### src/rtl/cpu_pkg.sv
// Shared types and helpers for the load/store unit of the RV32I core.
//
// Contents:
//   LSU_B/H/W/BU/HU : RV32I funct3 encodings of the supported access sizes
//   lsu_state_t     : LSU transaction state (IDLE, REQ, WAIT, DONE)
//   lsu_err_t       : fault cause reported on lsu_err_cause
//   lsu_extend      : zero/sign extension of a load lane already shifted to bit 0
package cpu_pkg;

    localparam logic [2:0] LSU_B  = 3'b000;
    localparam logic [2:0] LSU_H  = 3'b001;
    localparam logic [2:0] LSU_W  = 3'b010;
    localparam logic [2:0] LSU_BU = 3'b100;
    localparam logic [2:0] LSU_HU = 3'b101;

    typedef enum logic [1:0] {
        IDLE = 2'd0,
        REQ  = 2'd1,
        WAIT = 2'd2,
        DONE = 2'd3
    } lsu_state_t;

    typedef enum logic [1:0] {
        ERR_NONE     = 2'd0,
        ERR_MISALIGN = 2'd1,
        ERR_ILLEGAL  = 2'd2,
        ERR_TIMEOUT  = 2'd3
    } lsu_err_t;

    // lane holds the addressed byte/halfword in its low bits.
    function automatic logic [31:0] lsu_extend(input logic [2:0]  funct3,
                                               input logic [31:0] lane);
        logic signed [7:0]  byte_s;
        logic signed [15:0] half_s;
        logic [31:0]        res;
        byte_s = lane[7:0];
        half_s = lane[15:0];
        case (funct3)
            LSU_B:   res = {{24{byte_s[7]}}, byte_s};
            LSU_H:   res = {{16{half_s[15]}}, half_s};
            LSU_BU:  res = {24'h000000, lane[7:0]};
            LSU_HU:  res = {16'h0000, lane[15:0]};
            default: res = lane;
        endcase
        return res;
    endfunction

endpackage

### src/rtl/lsu_align.sv
// Combinational lane logic for the LSU.
//
// Request side (current instruction):
//   funct3_i, addr_lo_i, we_i, wdata_i -> illegal_o, misalign_o, be_o, wdata_o
//   Store data is replicated across every lane of its size so the memory
//   only has to honour the byte enables. Loads drive be_o/wdata_o to zero.
// Response side (registered load context):
//   ld_funct3_i, ld_addr_lo_i, ld_word_i -> ld_data_o (aligned, extended)
module lsu_align
    import cpu_pkg::*;
(
    input  logic [2:0]  funct3_i,
    input  logic [1:0]  addr_lo_i,
    input  logic        we_i,
    input  logic [31:0] wdata_i,
    input  logic [2:0]  ld_funct3_i,
    input  logic [1:0]  ld_addr_lo_i,
    input  logic [31:0] ld_word_i,
    output logic        illegal_o,
    output logic        misalign_o,
    output logic [3:0]  be_o,
    output logic [31:0] wdata_o,
    output logic [31:0] ld_data_o
);

    logic [31:0] ld_lane;

    always_comb begin
        illegal_o  = (funct3_i == 3'b011) || (funct3_i == 3'b110) || (funct3_i == 3'b111);
        misalign_o = 1'b0;
        be_o       = 4'b0000;
        wdata_o    = 32'h0000_0000;
        // funct3[1:0] is the access size; bit 2 only selects load signedness.
        case (funct3_i[1:0])
            2'b00: begin
                be_o    = 4'b0001 << addr_lo_i;
                wdata_o = {4{wdata_i[7:0]}};
            end
            2'b01: begin
                misalign_o = addr_lo_i[0];
                be_o       = addr_lo_i[1] ? 4'b1100 : 4'b0011;
                wdata_o    = {2{wdata_i[15:0]}};
            end
            2'b10: begin
                misalign_o = |addr_lo_i;
                be_o       = 4'b1111;
                wdata_o    = wdata_i;
            end
            default: begin
            end
        endcase
        if (!we_i) begin
            be_o    = 4'b0000;
            wdata_o = 32'h0000_0000;
        end
    end

    always_comb begin
        ld_lane   = ld_word_i >> {ld_addr_lo_i, 3'b000};
        ld_data_o = lsu_extend(ld_funct3_i, ld_lane);
    end

endmodule

### src/rtl/lsu_mem_stage.sv
// Load/store unit placed after the ALU of the single-stage RV32I core.
//
// Runs one request/grant/response transaction on the data-memory port per
// load or store, stalling the core until the access retires.
//
// Ports:
//   clk, rst_n          clock, asynchronous active-low reset
//   lsu_valid           current instruction is a load or store
//   lsu_we              1 = store, 0 = load
//   lsu_funct3          RV32I size/signedness encoding
//   lsu_addr            effective address (ALU result)
//   lsu_wdata           store data (rs2)
//   lsu_stall           hold PC/instruction (combinational)
//   lsu_done            one-cycle pulse when the access retires
//   lsu_rdata           extended load data, held until the next load retires
//   lsu_err             one-cycle fault pulse
//   lsu_err_cause       fault cause (lsu_err_t), valid with lsu_err
//   dmem_req/we/addr/be/wdata   registered bus request fields
//   dmem_gnt            request accepted (only meaningful in REQ)
//   dmem_rvalid/rdata   load response (only meaningful in WAIT)
//
// Parameter TIMEOUT: cycles allowed in REQ or WAIT before the access is
// abandoned with ERR_TIMEOUT; 0 disables the watchdog.
module lsu_mem_stage
    import cpu_pkg::*;
#(
    parameter int TIMEOUT = 16
) (
    input  logic        clk,
    input  logic        rst_n,
    input  logic        lsu_valid,
    input  logic        lsu_we,
    input  logic [2:0]  lsu_funct3,
    input  logic [31:0] lsu_addr,
    input  logic [31:0] lsu_wdata,
    output logic        lsu_stall,
    output logic        lsu_done,
    output logic [31:0] lsu_rdata,
    output logic        lsu_err,
    output logic [1:0]  lsu_err_cause,
    output logic        dmem_req,
    output logic        dmem_we,
    output logic [31:0] dmem_addr,
    output logic [3:0]  dmem_be,
    output logic [31:0] dmem_wdata,
    input  logic        dmem_gnt,
    input  logic        dmem_rvalid,
    input  logic [31:0] dmem_rdata
);

    localparam int CNT_W = (TIMEOUT > 1) ? $clog2(TIMEOUT) : 1;
    localparam logic [CNT_W-1:0] CNT_LAST = CNT_W'((TIMEOUT > 0) ? TIMEOUT - 1 : 0);

    lsu_state_t        state_q;
    logic [CNT_W-1:0]  cnt_q;
    logic              dmem_req_q;
    logic              dmem_we_q;
    logic [31:0]       dmem_addr_q;
    logic [3:0]        dmem_be_q;
    logic [31:0]       dmem_wdata_q;
    logic [2:0]        ld_funct3_q;
    logic [1:0]        ld_off_q;
    logic [31:0]       rdata_q;
    logic              done_q;
    logic              err_q;
    lsu_err_t          cause_q;

    logic              al_illegal;
    logic              al_misalign;
    logic [3:0]        al_be;
    logic [31:0]       al_wdata;
    logic [31:0]       al_ld_data;

    logic              fault_any;
    logic              idle_fault;
    logic              timeout_hit;

    lsu_align u_align (
        .funct3_i     (lsu_funct3),
        .addr_lo_i    (lsu_addr[1:0]),
        .we_i         (lsu_we),
        .wdata_i      (lsu_wdata),
        .ld_funct3_i  (ld_funct3_q),
        .ld_addr_lo_i (ld_off_q),
        .ld_word_i    (dmem_rdata),
        .illegal_o    (al_illegal),
        .misalign_o   (al_misalign),
        .be_o         (al_be),
        .wdata_o      (al_wdata),
        .ld_data_o    (al_ld_data)
    );

    assign fault_any   = al_illegal | al_misalign;
    // Faults are reported in the issue cycle itself so the core never stalls on them.
    assign idle_fault  = (state_q == IDLE) && lsu_valid && fault_any;
    assign timeout_hit = (TIMEOUT != 0) && (cnt_q == CNT_LAST);

    assign lsu_stall     = lsu_valid && (state_q != DONE) && !idle_fault;
    assign lsu_done      = done_q;
    assign lsu_rdata     = rdata_q;
    assign lsu_err       = idle_fault | err_q;
    assign lsu_err_cause = idle_fault ? (al_illegal ? ERR_ILLEGAL : ERR_MISALIGN) : cause_q;
    assign dmem_req      = dmem_req_q;
    assign dmem_we       = dmem_we_q;
    assign dmem_addr     = dmem_addr_q;
    assign dmem_be       = dmem_be_q;
    assign dmem_wdata    = dmem_wdata_q;

    always_ff @(posedge clk or negedge rst_n) begin
        if (!rst_n) begin
            state_q      <= IDLE;
            cnt_q        <= '0;
            dmem_req_q   <= 1'b0;
            dmem_we_q    <= 1'b0;
            dmem_addr_q  <= 32'h0000_0000;
            dmem_be_q    <= 4'b0000;
            dmem_wdata_q <= 32'h0000_0000;
            ld_funct3_q  <= 3'b000;
            ld_off_q     <= 2'b00;
            rdata_q      <= 32'h0000_0000;
            done_q       <= 1'b0;
            err_q        <= 1'b0;
            cause_q      <= ERR_NONE;
        end else begin
            done_q  <= 1'b0;
            err_q   <= 1'b0;
            cause_q <= ERR_NONE;
            case (state_q)
                IDLE: begin
                    if (lsu_valid && !fault_any) begin
                        state_q      <= REQ;
                        cnt_q        <= '0;
                        dmem_req_q   <= 1'b1;
                        dmem_we_q    <= lsu_we;
                        dmem_addr_q  <= {lsu_addr[31:2], 2'b00};
                        dmem_be_q    <= al_be;
                        dmem_wdata_q <= al_wdata;
                        ld_funct3_q  <= lsu_funct3;
                        ld_off_q     <= lsu_addr[1:0];
                    end
                end
                REQ: begin
                    // A grant in the last allowed cycle still wins over the timeout.
                    if (dmem_gnt) begin
                        dmem_req_q <= 1'b0;
                        cnt_q      <= '0;
                        if (dmem_we_q) begin
                            state_q <= DONE;
                            done_q  <= 1'b1;
                        end else begin
                            state_q <= WAIT;
                        end
                    end else if (timeout_hit) begin
                        dmem_req_q <= 1'b0;
                        state_q    <= DONE;
                        done_q     <= 1'b1;
                        err_q      <= 1'b1;
                        cause_q    <= ERR_TIMEOUT;
                    end else begin
                        cnt_q <= cnt_q + 1'b1;
                    end
                end
                WAIT: begin
                    if (dmem_rvalid) begin
                        rdata_q <= al_ld_data;
                        state_q <= DONE;
                        done_q  <= 1'b1;
                    end else if (timeout_hit) begin
                        state_q <= DONE;
                        done_q  <= 1'b1;
                        err_q   <= 1'b1;
                        cause_q <= ERR_TIMEOUT;
                    end else begin
                        cnt_q <= cnt_q + 1'b1;
                    end
                end
                DONE: begin
                    state_q <= IDLE;
                end
                default: begin
                    state_q <= IDLE;
                end
            endcase
        end
    end

endmodule

### config.mk
export PLATFORM = sky130hd
export DESIGN_NAME = lsu_mem_stage
export DESIGN_NICKNAME = d
export VERILOG_FILES = /design/src/rtl/cpu_pkg.sv /design/src/rtl/lsu_align.sv /design/src/rtl/lsu_mem_stage.sv
export SDC_FILE = /design/constraint.sdc
export NUM_CORES = 1
export LEC_CHECK = 0
export ABC_AREA = 1
export CELL_PAD_IN_SITES_DETAIL_PLACEMENT = 1
export CELL_PAD_IN_SITES_GLOBAL_PLACEMENT = 1
export CORE_MARGIN = 1
export CORE_UTILIZATION = 29
export CTS_BUF_LIST = sky130_fd_sc_hd__clkbuf_8 sky130_fd_sc_hd__clkbuf_16
export CTS_CLUSTER_DIAMETER = 50
export DETAILED_ROUTE_END_ITERATION = 7
export PLACE_DENSITY_LB_ADDON = 0.1
export SYNTH_ARGS = -nofsm -noshare
export SYNTH_HDL_FRONTEND = slang
export SYNTH_SLANG_ARGS = --single-unit
### constraint.sdc
create_clock -name clk -period 1.61 [get_ports clk]
set_clock_uncertainty 0.1 [all_clocks]
set_input_delay 0.322 -clock clk [delete_from_list [all_inputs] [get_ports clk]]
set_output_delay 0.322 -clock clk [all_outputs]
set_load 0.02 [all_outputs]
==> results.cfg, run 1 <==
[synthesis]
yosysWarningCount = 0
post_synth_instance_area_mm2 = 0.00623
edff_count_synth = 0
synth_ff_type = sky130_fd_sc_hd__dfrtp_1
simple_gate_area_share_of_the_yosys_netlist = 0.366
synth_area_leaders = sky130_fd_sc_hd__dfrtp_1, sky130_fd_sc_hd__nand2_1, sky130_fd_sc_hd__nand3_1, sky130_fd_sc_hd__inv_1, sky130_fd_sc_hd__ha_1
seq_area_frac_synth = 0.454
synthDistinctLibCells = 25
synth-adder-area-share = 0.0241
syn-instance-count = 877
synth.largest_area_cell = sky130_fd_sc_hd__dfrtp_1
synth_compound_area_frac = 0.0608
combinational_family_with_the_most_area_after_synthesis = simple AND/OR/NAND/NOR gates
synth-async-reset-ratio = 1.00
synth_seq_cells = 113
syn_avg_cell_area_um2 = 7.11
synth_top_area_share = 0.454
synthXorXnorAreaFrac = 0
synth.mux.area_fraction = 0

[clock_network]
tritoncts = done
clock_path_buffers = 2
cts_inserted_buffers = 17
clk_pin_slew_worst_paths_ns = 0.06
root_buffer = sky130_fd_sc_hd__clkbuf_16
cts_num_sinks = 113
htreeDepth = 4
clock_insertion_delay_worst_skew_ns = 0.42

[floorplanning]
die_area_mm2 = 0.0221
initial_core_util = 0.296
chipWidth_um = 149
placement_rows = 53
placeableCoreArea_mm2 = 0.0210
die_span_in_y_um = 149
io_pins = 212

[hold_path]
beginning_of_the_worst_hold_path = lsu_funct3[0]
timing.hold.worst.class = in -> reg

[detailed_routing]
detail_route.wl_per_cell_um = 17.5
number_of_iterations_in_the_first_detailed_routing_pass = 4
dr.first_iter.drc_count = 220
antenna_nets_post_route = 0
drc_errors = 0
final_routed_wirelength_across_all_metal_layers_mm = 25.4
vias_per_cell = 4.75
detailroute.via_count = 6899

[outcome]
violations = negative setup slack
result_of_the_run = finished, violations left

[place]
dp.final_hpwl_mm = 16.2
place.gp.congestion = 0.844
io_buffer_count = 209
placed_cell_area_mm2 = 0.00911
place_worst_setup_slack_ns = -1.32

[cells_and_area]
layout.filler_cells = 2454
synthToLayoutAreaGrowth_pct = 82.4
design.final.nets = 1280
finalInstanceArea_mm2 = 0.0114
post_route_cells_drive_above_1_share = 0.287

[timing]
hold_viol_final = 0
fin_setup_tns_ns = -14.93
setup_repair_after_global_routing_missed_its_margin = yes
timing.max_slew.rel_slack = 0.387
number_of_endpoints_failing_setup_at_the_final_stage = 107
transition_time_at_the_pin_with_the_least_slew_margin_ns = 0.917
fmaxAchievable_mhz = 516
post-route-period-util = 1.20
finalMaxSlewViolations = 0
postLayoutSetupSlackWorst_ns = -0.329
period_minus_slack_ns = 1.94

[global_route]
groute.usage.overall = 0.231
grt_antenna_before_repair = 1
maximum_number_of_pins_on_one_net_before_global_route_repair = 38
grt.overflow.total = 0
grt_first_pass_wirelength_mm = 39.0
first_global_vias = 7245

[power]
worst_ir_drop_vdd_mv = 0.810
cellLeakagePower_uw = 0.00584
power_per_cell_area_mw_per_mm2 = 1660

[critical_path]
critical_path.startpoint_type = flip-flop
regToRegStartpoint = state_q[1]$_DFFE_PN0P_
worstPathRequired_ns = 1.19
cp-end-kind = output pin
worst-endpoint-arrival_ns = 1.52
critPathKind = reg -> out
critical_path.startpoint = state_q[1]$_DFFE_PN0P_
path_max_fanout = 3

[flow_run]
drv.max_cap_violation_count = 0
## cells in the final DEF (no fill, tap or decap), drive strengths merged
cell / Yosys / layout
a211oi: 1 / 1
a21boi: 1 / 1
a21oi: 27 / 27
a31oi: 8 / 8
buf: 31 / 106
bufbuf: 0 / 3
bufinv: 0 / 4
clkbuf: 18 / 21
clkdlybuf4s15: 0 / 8
clkdlybuf4s50: 0 / 98
clkinv: 0 / 3
clkinvlp: 0 / 1
conb: 1 / 2
dfrtp: 113 / 113
diode: 0 / 1
dlygate4sd2: 0 / 95
dlygate4sd3: 0 / 1
ha: 12 / 12
inv: 85 / 92
nand2: 399 / 399
nand3: 112 / 112
nor2: 17 / 17
nor3: 4 / 4
o211ai: 9 / 9
o21ai: 20 / 20
or2: 19 / 19
## Yosys cell counts (2+ instances only)
library cell	instances
sky130_fd_sc_hd__nand2_1	399
sky130_fd_sc_hd__dfrtp_1	113
sky130_fd_sc_hd__nand3_1	110
sky130_fd_sc_hd__inv_1	82
sky130_fd_sc_hd__a21oi_1	26
sky130_fd_sc_hd__o21ai_0	19
sky130_fd_sc_hd__or2_2	19
sky130_fd_sc_hd__buf_2	18
sky130_fd_sc_hd__clkbuf_1	18
sky130_fd_sc_hd__nor2_1	16
sky130_fd_sc_hd__ha_1	12
sky130_fd_sc_hd__o211ai_1	9
sky130_fd_sc_hd__a31oi_1	8
sky130_fd_sc_hd__buf_4	6
sky130_fd_sc_hd__buf_6	6
sky130_fd_sc_hd__nor3_1	4
sky130_fd_sc_hd__inv_2	3
sky130_fd_sc_hd__nand3_2	2
## cell families (layout without fill, tap and decap cells)
family,Yosys count,count (layout)
simple gates,551,551
compound gates,66,66
flops,113,113
buf+inv,134,432
other cells,1,3
fa+ha+maj,12,12
## critical path: stages, from the launching register on
cell and delay (ns):
sky130_fd_sc_hd__dfrtp_1 0.40, sky130_fd_sc_hd__inv_2 0.09, sky130_fd_sc_hd__ha_4 0.17, sky130_fd_sc_hd__nand2_4 0.05, sky130_fd_sc_hd__nor2_4 0.13, sky130_fd_sc_hd__or2_4 0.14, sky130_fd_sc_hd__buf_6 0.10
## cell type report
class                      count  area (um^2)  area share
timing repair buffer         315         3440       0.302
clock inverter                15          218      0.0192
tap                          275          344      0.0303
inverter                      85          354      0.0312
sequential                   113         2830       0.249
multi-input combinational    631         3760       0.331
clock buffer                  17          425      0.0374
antenna                        1         2.50    0.000220
## worst paths after layout
path	end	slack, ns	depth (start not counted)
worst max-delay path	lsu_err	-0.33	6
worst min-delay path	ld_funct3_q[0]$_DFFE_PN0P_	0.20	4
worst max register to register	dmem_addr[27]$_DFFE_PN0P_	-0.22	11
worst min register to register	dmem_wdata[18]$_DFFE_PN0P_	0.37	2
max in group asynchronous	dmem_wdata[27]$_DFFE_PN0P_	0.61	3
min in group asynchronous	lsu_rdata[12]$_DFFE_PN0P_	0.27	2
## timing repair
action	4_1_cts	5_1_grt
hold endpoints to repair	21	0
hold buffers	1	0
endpoints found under the setup margin	207	125
buffers inserted	25	12
gates resized for setup	332	114
pin swaps	92	53
gates cloned	13	3
## routing by layer
metal	vias to the layer above	track usage	share of wire
met3	44	0.0448	0.045
li1	3323	-	-
met2	175	0.410	0.51
met1	3357	0.278	0.42
met4	0	0.0773	0.026
met5	-	0	0
## metrics by stage
step	hold slack [ns]	std cells	utilization	power, uW
global route	0.205	1452	0.541	20100
global placement	0.188	1379	0.434	13100
CTS	0.201	1445	0.521	18300
floorplan	-0.0736	878	-	9110
finish	0.204	1452	0.541	18900
detailed placement	0.183	1379	0.434	13300
## power breakdown
| group | internal, uW | switching (uW) |
|---|---|---|
| sequential | 4040 | 722 |
| combinational | 4250 | 5680 |
| clock | 2640 | 1570 |
| total | 10900 | 7970 |
## state kept, by name (all words and copies together) (netlist names)
register / flops
state_q: 2
dmem_be: 4
dmem_we: 1
ld_funct3_q: 3
lsu_done: 1
cnt_q: 4
cause_q: 1
dmem_addr: 30
ld_off_q: 2
dmem_wdata: 32
dmem_req: 1
lsu_rdata: 32
Note: power is estimated with default switching activity, not from simulation.
==> run 2: changes to the inputs <==
--- a/config.mk
+++ b/config.mk
@@ -8,6 +8,7 @@
 export ABC_AREA = 1
 export CELL_PAD_IN_SITES_DETAIL_PLACEMENT = 1
 export CELL_PAD_IN_SITES_GLOBAL_PLACEMENT = 1
+export CORE_ASPECT_RATIO = 1.2
 export CORE_MARGIN = 1
 export CORE_UTILIZATION = 29
 export CTS_BUF_LIST = sky130_fd_sc_hd__clkbuf_8 sky130_fd_sc_hd__clkbuf_16
==> results.cfg, run 2 (synthesized netlist as in run 1, its figures left out) <==
[outcome]
result_of_the_run = finished, violations left
violations = negative setup slack

[timing]
period_minus_slack_ns = 1.94
finalHoldWorstSlack_ns = 0.187
timing.max_slew.rel_slack = 0.656
transition_time_at_the_pin_with_the_least_slew_margin_ns = 0.515
postLayoutSetupSlackWorst_ns = -0.330
hold_viol_final = 0
setup_repair_after_global_routing_missed_its_margin = yes
post-route-period-util = 1.20
number_of_endpoints_failing_setup_at_the_final_stage = 97
fmaxAchievable_mhz = 516
finalMaxSlewViolations = 0

[critical_path]
worst-path-buf-inv = 5
timing.critical_path.max_delay_family = buffers and inverters
cp-end-kind = output pin
timing.critical_path.mode_cell = sky130_fd_sc_hd__nand2_2
path_max_fanout = 4
critPathKind = in -> out
timing.critical_path.cells = buf_4 -> buf_6 -> ha_4 -> inv_2 -> nand2_2 -> nand2_2 -> nand2_2 -> inv_2 -> nor2_4 -> or2_4 -> buf_6
critical_path.startpoint_type = input pin
worst-endpoint-arrival_ns = 1.52
timing.critical_path.slowest_cell_delay_ns = 0.24
worstPathRequired_ns = 1.19
critical_path.slowest_cell = sky130_fd_sc_hd__or2_4

[detailed_routing]
number_of_iterations_in_the_first_detailed_routing_pass = 4
detail_route.wl_per_cell_um = 18.5
antenna_nets_post_route = 0
final_routed_wirelength_across_all_metal_layers_mm = 26.9
vias_per_cell = 4.83
detailroute.via_count = 7030
drc_errors = 0
dr.first_iter.drc_count = 257

[clock_network]
cts_inserted_buffers = 17
cts_num_sinks = 113
clk_pin_slew_worst_paths_ns = 0.06
tritoncts = done
htreeDepth = 4
clock_path_buffers = 2
clock_insertion_delay_worst_skew_ns = 0.42
root_buffer = sky130_fd_sc_hd__clkbuf_16

[cells_and_area]
diodes = 0
layout.filler_cells = 2474
leading_cell_type_in_the_layout_fill_and_taps_excluded = sky130_fd_sc_hd__nand2_1
synthToLayoutAreaGrowth_pct = 81.9
layout_common_cells = sky130_fd_sc_hd__nand2_1, sky130_fd_sc_hd__dfrtp_1, sky130_fd_sc_hd__clkdlybuf4s50_1, sky130_fd_sc_hd__dlygate4sd2_1, sky130_fd_sc_hd__inv_1
instances_no_fill = 1455
design.final.nets = 1289
fin_util = 0.539
post_route_cells_drive_above_1_share = 0.295

[place]
place.gp.congestion = 0.821
place_inst = 1372
io_buffer_count = 209
dp.final_hpwl_mm = 16.3

[power]
p_total_uw = 18800
power_per_cell_area_mw_per_mm2 = 1660
cellLeakagePower_uw = 0.00591
worst_ir_drop_vdd_mv = 0.832

[floorplanning]
die_area_mm2 = 0.0221
placeableCoreArea_mm2 = 0.0210
io_pins = 212
die_span_in_y_um = 163
chipWidth_um = 136
placement_rows = 58
initial_core_util = 0.296

[global_route]
grt.overflow.total = 0
grt_antenna_before_repair = 0
first_global_vias = 7317
grt_first_pass_wirelength_mm = 40.2
maximum_number_of_pins_on_one_net_before_global_route_repair = 39
groute.usage.overall = 0.241

[flow_run]
drv.max_cap_violation_count = 0

[hold_path]
timing.hold.worst.class = in -> reg
## run 2: tightest hold or removal path, stage by stage
cell and delay, ns:
sky130_fd_sc_hd__buf_4 0.11, sky130_fd_sc_hd__buf_6 0.12, sky130_fd_sc_hd__nand2_2 0.05, sky130_fd_sc_hd__o21ai_1 0.06
## run 2: final timing paths
kind | cells past startpoint | slack, ns | to | from
min reg2reg | 2 | 0.37 | dmem_wdata[22]$_DFFE_PN0P_ | dmem_wdata[22]$_DFFE_PN0P_
max | 11 | -0.33 | lsu_err | lsu_funct3[1]
min | 4 | 0.19 | ld_funct3_q[1]$_DFFE_PN0P_ | lsu_funct3[1]
min in group asynchronous | 2 | 0.33 | dmem_wdata[26]$_DFFE_PN0P_ | rst_n
max reg2reg | 12 | -0.23 | dmem_addr[31]$_DFFE_PN0P_ | state_q[0]$_DFFE_PN0P_
max in group asynchronous | 3 | 0.54 | lsu_rdata[25]$_DFFE_PN0P_ | rst_n
## run 2: what timing repair did
item,CTS,global route
hold buffers,1,0
setup endpoints to repair,207,127
pin swaps,37,58
endpoints found under the hold margin,19,0
setup buffers,26,15
gates cloned,19,6
resized for setup,256,189
## run 2: power by group
| group | internal (uW) | total (uW) | switching (uW) |
|---|---|---|---|
| Clock | 2330 | 3930 | 1600 |
| Sequential | 4040 | 4810 | 770 |
| Combinational | 4380 | 10000 | 5650 |
| Total | 10800 | 18800 | 8020 |
## run 2: area by class of cell
type	instances	area [um^2]	area share
multi-input combinational	631	3640	0.321
timing repair buffer	324	3590	0.317
sequential	113	2830	0.249
clock buffer	17	425	0.0375
inverter	85	344	0.0304
tap	270	338	0.0298
clock inverter	15	173	0.0152
## run 2: metal layers
metal | track usage | part of all wire
met5 | 0 | 0
met4 | 0.0771 | 0.023
met3 | 0.0663 | 0.060
met2 | 0.440 | 0.54
met1 | 0.267 | 0.38
## run 2: metrics by stage
stage | TNS, ns | worst slack [ns] | instance area [um^2]
after global placement | -73.69 | -1.30 | 9070
after global routing | -23.44 | -0.378 | 11300
after detailed placement | -76.35 | -1.32 | 9070
after floorplan | -0.155 | -0.0748 | 6300
after CTS | -12.00 | -0.350 | 10700
final | -15.65 | -0.330 | 11300
==> run 3: changes to the inputs <==
--- a/config.mk
+++ b/config.mk
@@ -14,7 +14,7 @@
 export CTS_BUF_LIST = sky130_fd_sc_hd__clkbuf_8 sky130_fd_sc_hd__clkbuf_16
 export CTS_CLUSTER_DIAMETER = 50
 export DETAILED_ROUTE_END_ITERATION = 7
-export PLACE_DENSITY_LB_ADDON = 0.1
+export PLACE_DENSITY = 0.83
 export SYNTH_ARGS = -nofsm -noshare
 export SYNTH_HDL_FRONTEND = slang
 export SYNTH_SLANG_ARGS = --single-unit
==> results.cfg, run 3 (synthesized netlist as in run 1, its figures left out) <==
[outcome]
result_of_the_run = finished, violations left
violations = negative setup slack

[detailed_routing]
detailroute.via_count = 7043
detail_route.wl_per_cell_um = 17.9
vias_per_cell = 4.87
number_of_iterations_in_the_first_detailed_routing_pass = 6
final_routed_wirelength_across_all_metal_layers_mm = 25.8
drc_errors = 0
antenna_nets_post_route = 0
dr.first_iter.drc_count = 280

[critical_path]
timing.critical_path.cells = inv_2 -> ha_4 -> nand2_4 -> nor2_4 -> or2_4 -> buf_6
cp-end-kind = output pin
timing.critical_path.max_delay_family = flip-flops
critical_path.slowest_cell = sky130_fd_sc_hd__dfrtp_1
path_max_fanout = 3
worst-endpoint-arrival_ns = 1.50
worstPathRequired_ns = 1.19
worst-path-buf-inv = 2
timing.critical_path.slowest_cell_delay_ns = 0.37
critPathKind = reg -> out
critical_path.startpoint_type = flip-flop

[place]
placed_cell_area_mm2 = 0.00910
place.gp.congestion = 0.871
dp.final_hpwl_mm = 16.1
io_buffer_count = 209

[power]
net-switching-power_uw = 7580
power_per_cell_area_mw_per_mm2 = 1670
seqPwrFrac = 0.265
internal_power_uw = 10200
worst_ir_drop_vdd_mv = 0.842
swShare = 0.427
p_comb_frac = 0.516
cellLeakagePower_uw = 0.00567
power_frac_clock = 0.219

[cells_and_area]
synthToLayoutAreaGrowth_pct = 70.4
layout.filler_cells = 2536
post_route_cells_drive_above_1_share = 0.201
layout_common_cells = sky130_fd_sc_hd__nand2_1, sky130_fd_sc_hd__dfrtp_1, sky130_fd_sc_hd__dlygate4sd2_1, sky130_fd_sc_hd__clkdlybuf4s50_1, sky130_fd_sc_hd__nand3_1
finalInstanceArea_mm2 = 0.0106
design.final.nets = 1278
fin_util = 0.505
leading_cell_type_in_the_layout_fill_and_taps_excluded = sky130_fd_sc_hd__nand2_1

[timing]
setup_repair_after_global_routing_missed_its_margin = yes
period_minus_slack_ns = 1.92
hold_viol_final = 0
finalHoldWorstSlack_ns = 0.177
post-route-period-util = 1.19
fmaxAchievable_mhz = 520
number_of_endpoints_failing_setup_at_the_final_stage = 104
postLayoutSetupSlackWorst_ns = -0.313
finalMaxSlewViolations = 0

[clock_network]
root_buffer = sky130_fd_sc_hd__clkbuf_16
tritoncts = done
clock_path_buffers = 2
htreeDepth = 4
cts_inserted_buffers = 17
clk_pin_slew_worst_paths_ns = 0.05
cts_num_sinks = 113
clock_insertion_delay_worst_skew_ns = 0.41

[global_route]
grt_antenna_before_repair = 3
groute.usage.overall = 0.219
grt_first_pass_wirelength_mm = 37.6
maximum_number_of_pins_on_one_net_before_global_route_repair = 59
first_global_vias = 7325
grt.overflow.total = 0

[hold_path]
timing.hold.worst.class = in -> async

[floorplanning]
chipWidth_um = 136
die_area_mm2 = 0.0221
io_pins = 212
initial_core_util = 0.296
placement_rows = 58
die_span_in_y_um = 163
placeableCoreArea_mm2 = 0.0210

[flow_run]
drv.max_cap_violation_count = 0
==> run 3: timing repair <==
action	4_1_cts	5_1_grt
gates cloned	6	10
setup buffers	13	17
gates resized for setup	182	81
hold buffers	1	0
endpoints found under the hold margin	113	0
setup endpoints to repair	206	116
pin swaps	16	33
==> run 3: cell type report <==
cell class                 count  area [um^2]  share of cell area
sequential                   113         2830               0.266
clock inverter                15          174              0.0164
antenna                        2         5.00            0.000471
multi-input combinational    632         3210               0.302
clock buffer                  17          425              0.0401
tap                          270          338              0.0318
timing repair buffer         312         3290               0.310
inverter                      85          344              0.0324
==> run 3: power groups by stage <==
stage / sequential [uW] / clock (uW) / combinational [uW]
finish: 4700 / 3890 / 9160
global route: 4850 / 4080 / 9900
CTS: 4690 / 3970 / 8380
detailed placement: 4750 / 0 / 8630
global placement: 4720 / 0 / 8420
floorplan: 6040 / 0 / 3070
==> run 3: final timing paths <==
kind / from / end / slack, ns / cells past startpoint
min in group clk: lsu_funct3[1] / ld_funct3_q[1]$_DFFE_PN0P_ / 0.18 / 4
setup reg to reg: state_q[1]$_DFFE_PN0P_ / dmem_wdata[22]$_DFFE_PN0P_ / -0.18 / 11
hold / removal: rst_n / lsu_rdata[6]$_DFFE_PN0P_ / 0.18 / 2
setup / recovery: state_q[0]$_DFFE_PN0P_ / lsu_err / -0.31 / 6
hold reg to reg: dmem_addr[13]$_DFFE_PN0P_ / dmem_addr[13]$_DFFE_PN0P_ / 0.36 / 2
max in group asynchronous: rst_n / dmem_addr[10]$_DFFE_PN0P_ / 0.67 / 3
==> run 3: metal layers <==
metal,global-route usage,wire length [um],up-vias
met5,0,13,-
met4,0.0863,895,2
met3,0.0607,1820,63
met2,0.382,13300,261
met1,0.252,9770,3415
li1,-,-,3302
==> run 3: metrics by stage <==
step / cells / setup slack [ns] / setup TNS (ns) / total power (uW)
floorplan: 878 / -0.0748 / -0.155 / 9110
global placement: 1373 / -1.30 / -73.92 / 13100
detailed placement: 1373 / -1.35 / -76.81 / 13400
CTS: 1421 / -0.356 / -9.34 / 17000
global route: 1445 / -0.397 / -20.00 / 18800
finish: 1446 / -0.313 / -12.35 / 17800
